$ cat config.mk
export PLATFORM = sky130hd
export DESIGN_NAME = mac_frame_accum
export DESIGN_NICKNAME = d
export VERILOG_FILES = /design/src/rtl/mac_frame_accum.sv
export SDC_FILE = /design/constraint.sdc
export NUM_CORES = 1
export LEC_CHECK = 0
export CORE_ASPECT_RATIO = 1.75
export CORE_MARGIN = 4
export CORE_UTILIZATION = 25
export DETAILED_ROUTE_END_ITERATION = 8
export SLEW_MARGIN = 25
export SYNTH_ARGS = -nofsm -noshare
export SYNTH_HDL_FRONTEND = slang
export SYNTH_SLANG_ARGS = --single-unit
$ cat constraint.sdc
create_clock -name clk -period 2.6 [get_ports clk]
set_input_delay 0.65 -clock clk [delete_from_list [all_inputs] [get_ports clk]]
set_output_delay 0.65 -clock clk [all_outputs]
set_load 0.01 [all_outputs]
$ cat src/rtl/mac_frame_accum.sv
// Sums FRAME_LEN unsigned samples into one saturating frame total.
// Latency: the result is visible the cycle after the last sample is accepted.
// Backpressure: in_ready drops while a result waits for out_ready.
module mac_frame_accum #(
    parameter int DATA_WIDTH = 8,
    parameter int FRAME_LEN  = 4,
    parameter int ACC_WIDTH  = 16
) (
    input  logic                  clk,
    input  logic                  rst_n,
    input  logic                  clear,
    input  logic [DATA_WIDTH-1:0] in_data,
    input  logic                  in_valid,
    output logic                  in_ready,
    output logic [ACC_WIDTH-1:0]  out_sum,
    output logic                  out_sat,
    output logic                  out_valid,
    input  logic                  out_ready
);

    localparam int CNT_W = (FRAME_LEN > 1) ? $clog2(FRAME_LEN) : 1;

    typedef enum logic {
        ACCUM = 1'b0,
        HOLD  = 1'b1
    } state_t;

    state_t               state;
    logic [ACC_WIDTH-1:0] acc;
    logic [CNT_W-1:0]     cnt;
    logic                 sat_flag;

    logic [ACC_WIDTH:0]   sum;
    logic                 ovf;
    logic [ACC_WIDTH-1:0] sat_sum;
    logic                 last;

    // One extra bit of headroom exposes the overflow directly as the carry.
    assign sum     = {1'b0, acc} + {{(ACC_WIDTH + 1 - DATA_WIDTH){1'b0}}, in_data};
    assign ovf     = sum[ACC_WIDTH];
    assign sat_sum = ovf ? {ACC_WIDTH{1'b1}} : sum[ACC_WIDTH-1:0];
    assign last    = (cnt == CNT_W'(FRAME_LEN - 1));

    assign in_ready = (state == ACCUM);

    always_ff @(posedge clk or negedge rst_n) begin
        if (!rst_n) begin
            state     <= ACCUM;
            acc       <= '0;
            cnt       <= '0;
            sat_flag  <= 1'b0;
            out_sum   <= '0;
            out_sat   <= 1'b0;
            out_valid <= 1'b0;
        end else if (clear) begin
            // The last reported out_sum/out_sat are deliberately left intact.
            state     <= ACCUM;
            acc       <= '0;
            cnt       <= '0;
            sat_flag  <= 1'b0;
            out_valid <= 1'b0;
        end else if (state == ACCUM) begin
            if (in_valid) begin
                if (last) begin
                    out_sum   <= sat_sum;
                    out_sat   <= sat_flag | ovf;
                    out_valid <= 1'b1;
                    acc       <= '0;
                    cnt       <= '0;
                    sat_flag  <= 1'b0;
                    state     <= HOLD;
                end else begin
                    acc      <= sat_sum;
                    cnt      <= cnt + CNT_W'(1);
                    sat_flag <= sat_flag | ovf;
                end
            end
        end else begin
            // A sample offered on the handshake cycle is not taken.
            if (out_ready) begin
                out_valid <= 1'b0;
                state     <= ACCUM;
            end
        end
    end

endmodule
**Word level (Yosys, flattened, before mapping)**

Cells that the tools add are included.

- Output and inout port bits: 19
- Bits of input ports: 13
- Register bits: 38

- $add $sub $neg: 2
- Reductions and logical operators: 6
- Equal/unequal tests: 3
- Mux-type cells: 23
- Bitwise logic cells: 3

Operators with widths:

| kind | count |
|---|---|
| two-way mux 16 bit | 5 |
| adder 16 x 8 -> 17 bit | 1 |
| two-way mux 1 bit | 14 |
| two-way mux 2 bit | 4 |
| nonzero test 3 bit | 2 |
| AND reduction 4 bit | 1 |
| inequality test 3 bit (second input constant) | 1 |
| AND reduction 3 bit | 1 |
| adder 2 x 1 -> 2 bit (second input constant) | 1 |
| == test 2 bit (second input constant) | 1 |
| inequality test 2 bit (second input constant) | 1 |
| NOT 1 bit | 2 |
| AND reduction 2 bit | 1 |
| nonzero test 2 bit | 1 |
| bitwise OR 1 bit | 1 |

**Logic depth before layout (Yosys ltp)**

- Word-level depth: 6
- Mapped depth: 8

**Worst setup path after synthesis**

OpenSTA, ideal clock, no wires.

- Kind: in2reg
- Start point: input port in_data[0]
- End point: register out_sum[13]
- Stages on the path: 8
- Setup time: 0.126 ns
- Data required time: 2.474 ns
- Data arrival time: 2.292 ns
- Path slack: 0.182 ns
- Path buffers: 1
- Cells stage by stage: ha_1 fa_1 a211oi_1 o211a_1 nor4b_4 buf_6 nor3b_1 o31ai_2

- Cells in the longest elaborated chain, start to end: 2

RTL lines:

| what | line | text |
|---|---|---|
| start: declaration | 12 | `input logic [DATA_WIDTH-1:0] in_data,` |
| adder 16 x 8 -> 17 bit | 39 | `assign sum = {1'b0, acc} + {{(ACC_WIDTH + 1 - DATA_WIDTH){1'b0}}, in_data};` |
| two-way mux 16 bit | 41 | `assign sat_sum = ovf ? {ACC_WIDTH{1'b1}} : sum[ACC_WIDTH-1:0];` |
| end signal: assignment | 65 | `out_sum <= sat_sum;` |
| end: declaration | 15 | `output logic [ACC_WIDTH-1:0] out_sum,` |

No other way between the ends.
A chain may end at the register's enable or synchronous reset.

**Final worst setup path**

- Start point: input port in_data[0]
- End point: register acc[11]

- Cells in the longest elaborated chain, start to end: 6

RTL lines:

| what | line | text |
|---|---|---|
| adder 16 x 8 -> 17 bit | 39 |  |
| two-way mux 16 bit | 41 |  |
| two-way mux 16 bit | 64 | `if (last) begin` |
| two-way mux 16 bit | 63 | `if (in_valid) begin` |
| two-way mux 16 bit | 62 | `end else if (state == ACCUM) begin` |
| two-way mux 16 bit | 55 | `end else if (clear) begin` |
| end signal: assignment | 73 | `acc <= sat_sum;` |
| end: declaration | 29 | `logic [ACC_WIDTH-1:0] acc;` |

No other way between the ends. The select of a mux whose other input is x is not followed.

==> reports/metrics.yaml <==
worst_setup_path:
  cell_depth_of_the_worst_flop_to_flop_path: 8
  crit_arrival_ns: 2.72
  critical_path_peak_fanout: 5
  worst_setup_path_end_kind: "register"
  worstPathRequired_ns: 2.77
  worst_setup_path_start_kind: "primary input"
  critPathKind: "primary input to register"
drt:
  drc_errors: 0
  antenna_violating_nets_post_route: 0
  drt-total-wl_um: 5930
  detail_route.wl_per_cell_um: 15.0
  avgViaCountPerCell: 4.89
  drt_first_iter_violations: 77
  via_count: 1938
  detailedRoute.firstPassIterationCount: 4
logic_synthesis:
  netlist-cell-type-count: 49
  synthesis.area_um2: 2150
  synth_cells: 225
  yosys-top-cells-area: "sky130_fd_sc_hd__dfrtp_1, sky130_fd_sc_hd__nand2_1, sky130_fd_sc_hd__o21ai_0"
  synthMostInstantiatedCell: "sky130_fd_sc_hd__dfrtp_1"
  synth_area_leader_cell: "sky130_fd_sc_hd__dfrtp_1"
  synth-seq-area-share: 0.443
  avgSynthCellArea_um2: 9.54
  synth_top_area_share: 0.443
  synth_flop_cell: "sky130_fd_sc_hd__dfrtp_1"
  number_of_flops_mapped_to_enable_cells_by_yosys: 0
  synth-seq-cells: 38
  yosysWarningCount: 0
  syn-num-nets: 248
  synth_top_cells_by_count: "sky130_fd_sc_hd__dfrtp_1, sky130_fd_sc_hd__nand2_1, sky130_fd_sc_hd__o21ai_0"
  share_of_async_settable_or_async_resettable_flops_after_synthesis: 1.00
grt:
  grt_first_pass_wirelength_um: 9540
  via_count_of_the_first_global_routing_pass: 2057
  grt_max_degree: 39
  grt_usage: 0.121
  number_of_antenna_violations_at_the_first_check_in_global_routing: 0
  grt.overflow.total: 0
sta:
  max_slew_margin: 0.417
  slew_violations: 0
  max_slew.worst_pin.slew_ns: 0.875
  finalCriticalPeriod_ns: 2.55
  fin_hold_ws_ns: 0.472
  timing.fmax_mhz: 393
  finalHoldViolCount: 0
  report.final.setup_viol: 0
  fin_worst_skew_ns: 0.00523
  fin_crit_sh: 0.979
pwr:
  sw_frac_of_total: 0.269
  comb_power_share: 0.259
  powerDensity_nw_per_um2: 646
  pwr-share-clk: 0.374
  static-leakage-power_nw: 1.27
  switching_power_mw: 0.511
  maximum_vdd_ir_drop_mv: 0.229
  sequentialPowerShare: 0.367
  internal_power_mw: 1.39
cts:
  cts_tree: "built"
  cts_made_buffers: 5
  cts_sinks: 38
  cts.hold.buffers_added: 0
  clk_pin_slew_ns: 0.06
  worst_skew_pair.late_latency_ns: 0.28
  cts_buffer_depth: 2
  cts-root-buf: "sky130_fd_sc_hd__clkbuf_16"
  cts-htree-levels: 2
floorplanning:
  dieWidth_um: 78.1
  die_h_um: 131
  io_pins: 32
  die_area_um2: 10200
  placement_rows: 44
  core_area_um2: 8310
  floorplan.initialDensity: 0.258
hold_path:
  worst_hold_path_type: "register to register"
  number_of_instances_on_the_worst_hold_path: 1
place:
  hpwlAfterDp_um: 4510
  placed_area_um2: 2750
  gpl.final_weighted_congestion: 0.859
  io_buffer_count: 31
layout:
  finish.instance_area_um2: 2940
  final.fill_count: 852
  final_nets: 304
  area_delta_synth_final_pct: 36.8
  finish.utilization: 0.353
  antenna-diode-count: 0
  drive_gt1_frac: 0.178
outcome:
  outcome: "completed"
flow_run:
  maxCapViolations: 0
[area by class of cell]
cell class / instances / area [µm²] / area share
multi-input combinational: 177 / 1160 / 0.396
sequential: 38 / 951 / 0.324
timing repair buffer: 58 / 508 / 0.173
tap: 115 / 144 / 0.0490
clock buffer: 6 / 139 / 0.0473
clock inverter: 1 / 30.0 / 0.0102
inverter: 1 / 3.75 / 0.00128
[final timing paths]
kind	startpoint	endpoint	slack [ns]
max	in_data[0]	acc[11]$_DFFE_PN0P_	0.05
max in group asynchronous	rst_n	out_sum[15]$_DFFE_PN0P_	1.56
min reg2reg	state$_DFF_PN0_	out_valid$_DFFE_PN0P_	0.47
min in group asynchronous	rst_n	out_sum[5]$_DFFE_PN0P_	0.49
min	state$_DFF_PN0_	out_valid$_DFFE_PN0P_	0.47
max reg2reg	acc[0]$_DFFE_PN0P_	acc[11]$_DFFE_PN0P_	0.45
[worst max-delay path, cell delays in order]
cell and delay (ns):
sky130_fd_sc_hd__clkdlybuf4s50_1 0.41, sky130_fd_sc_hd__ha_2 0.20, sky130_fd_sc_hd__fa_2 0.35, sky130_fd_sc_hd__a211oi_2 0.22, sky130_fd_sc_hd__o211a_1 0.26, sky130_fd_sc_hd__nor4b_4 0.07, sky130_fd_sc_hd__buf_4 0.16, sky130_fd_sc_hd__o21bai_1 0.15
sky130_fd_sc_hd__a22o_1 0.23
[through the flow]
stage | TNS, ns | std cells | setup WS (ns) | power (mW)
5_1_grt | -0.0207 | 396 | -0.0172 | 1.99
6_report | 0 | 396 | 0.0540 | 1.90
2_1_floorplan | 0 | 225 | 0.182 | 0.940
4_1_cts | 0 | 395 | 0.0221 | 1.91
3_5_place_dp | -9.26 | 388 | -0.411 | 1.19
3_3_place_gp | -9.19 | 388 | -0.392 | 1.19
[layer usage]
metal	global-route usage	vias up	share of wire
li1	-	930	-
met3	0.0240	23	0.037
met1	0.110	934	0.36
met5	0	-	0
met2	0.226	51	0.55
met4	0.105	0	0.060
[power groups by stage]
stage                     registers (mW)  logic [mW]  clock network, mW
after floorplan                    0.720       0.220                  0
after global placement             0.704       0.484                  0
after detailed placement           0.707       0.485                  0
after CTS                          0.697       0.491              0.725
after global routing               0.704       0.541              0.743
final                              0.695       0.492              0.710
[registers in the layout (all words and copies together) (netlist names)]
register / count
acc: 16
cnt: 2
out_sat: 1
out_sum: 16
out_valid: 1
sat_flag: 1
state: 1
[kinds of logic (layout without fill, tap and decap cells)]
| kind of cell | Yosys count | count (layout) | synth area share |
|---|---|---|---|
| adder cells (fa/ha/maj) | 10 | 10 | 0.0618 |
| XOR/XNOR | 8 | 8 | 0.0326 |
| AO/OA/AOI/OAI | 67 | 67 | 0.207 |
| flip-flops | 38 | 38 | 0.443 |
| multiplexers | 3 | 3 | 0.0140 |
| AND/OR/NAND/NOR | 89 | 89 | 0.218 |
| buffers and inverters | 10 | 66 | 0.0233 |
[timing repair]
action	in CTS	in global routing
resized for setup	2	2
pin swaps	1	3
endpoints found under the hold margin	0	0
buffers inserted	0	1
setup endpoints to repair	10	7
[cell usage in the layout (no fill, tap or decap), drive strengths merged, types with 3 or more instances in the layout]
| cell | instances |
|---|---|
| dfrtp | 38 |
| nand2 | 34 |
| clkdlybuf4s50 | 30 |
| buf | 28 |
| o21ai | 24 |
| nor2 | 16 |
| nand3 | 11 |
| a21oi | 11 |
| ha | 9 |
| o211ai | 6 |
| or3 | 6 |
| clkbuf | 6 |
| o31ai | 6 |
| xor2 | 5 |
| nand2b | 4 |
| a31oi | 4 |
| nand4 | 4 |
| nand4b | 3 |
| xnor2 | 3 |
| mux2i | 3 |
| o21a | 3 |
| a211oi | 3 |
| a21o | 3 |
(Power assumes the default switching activity.)
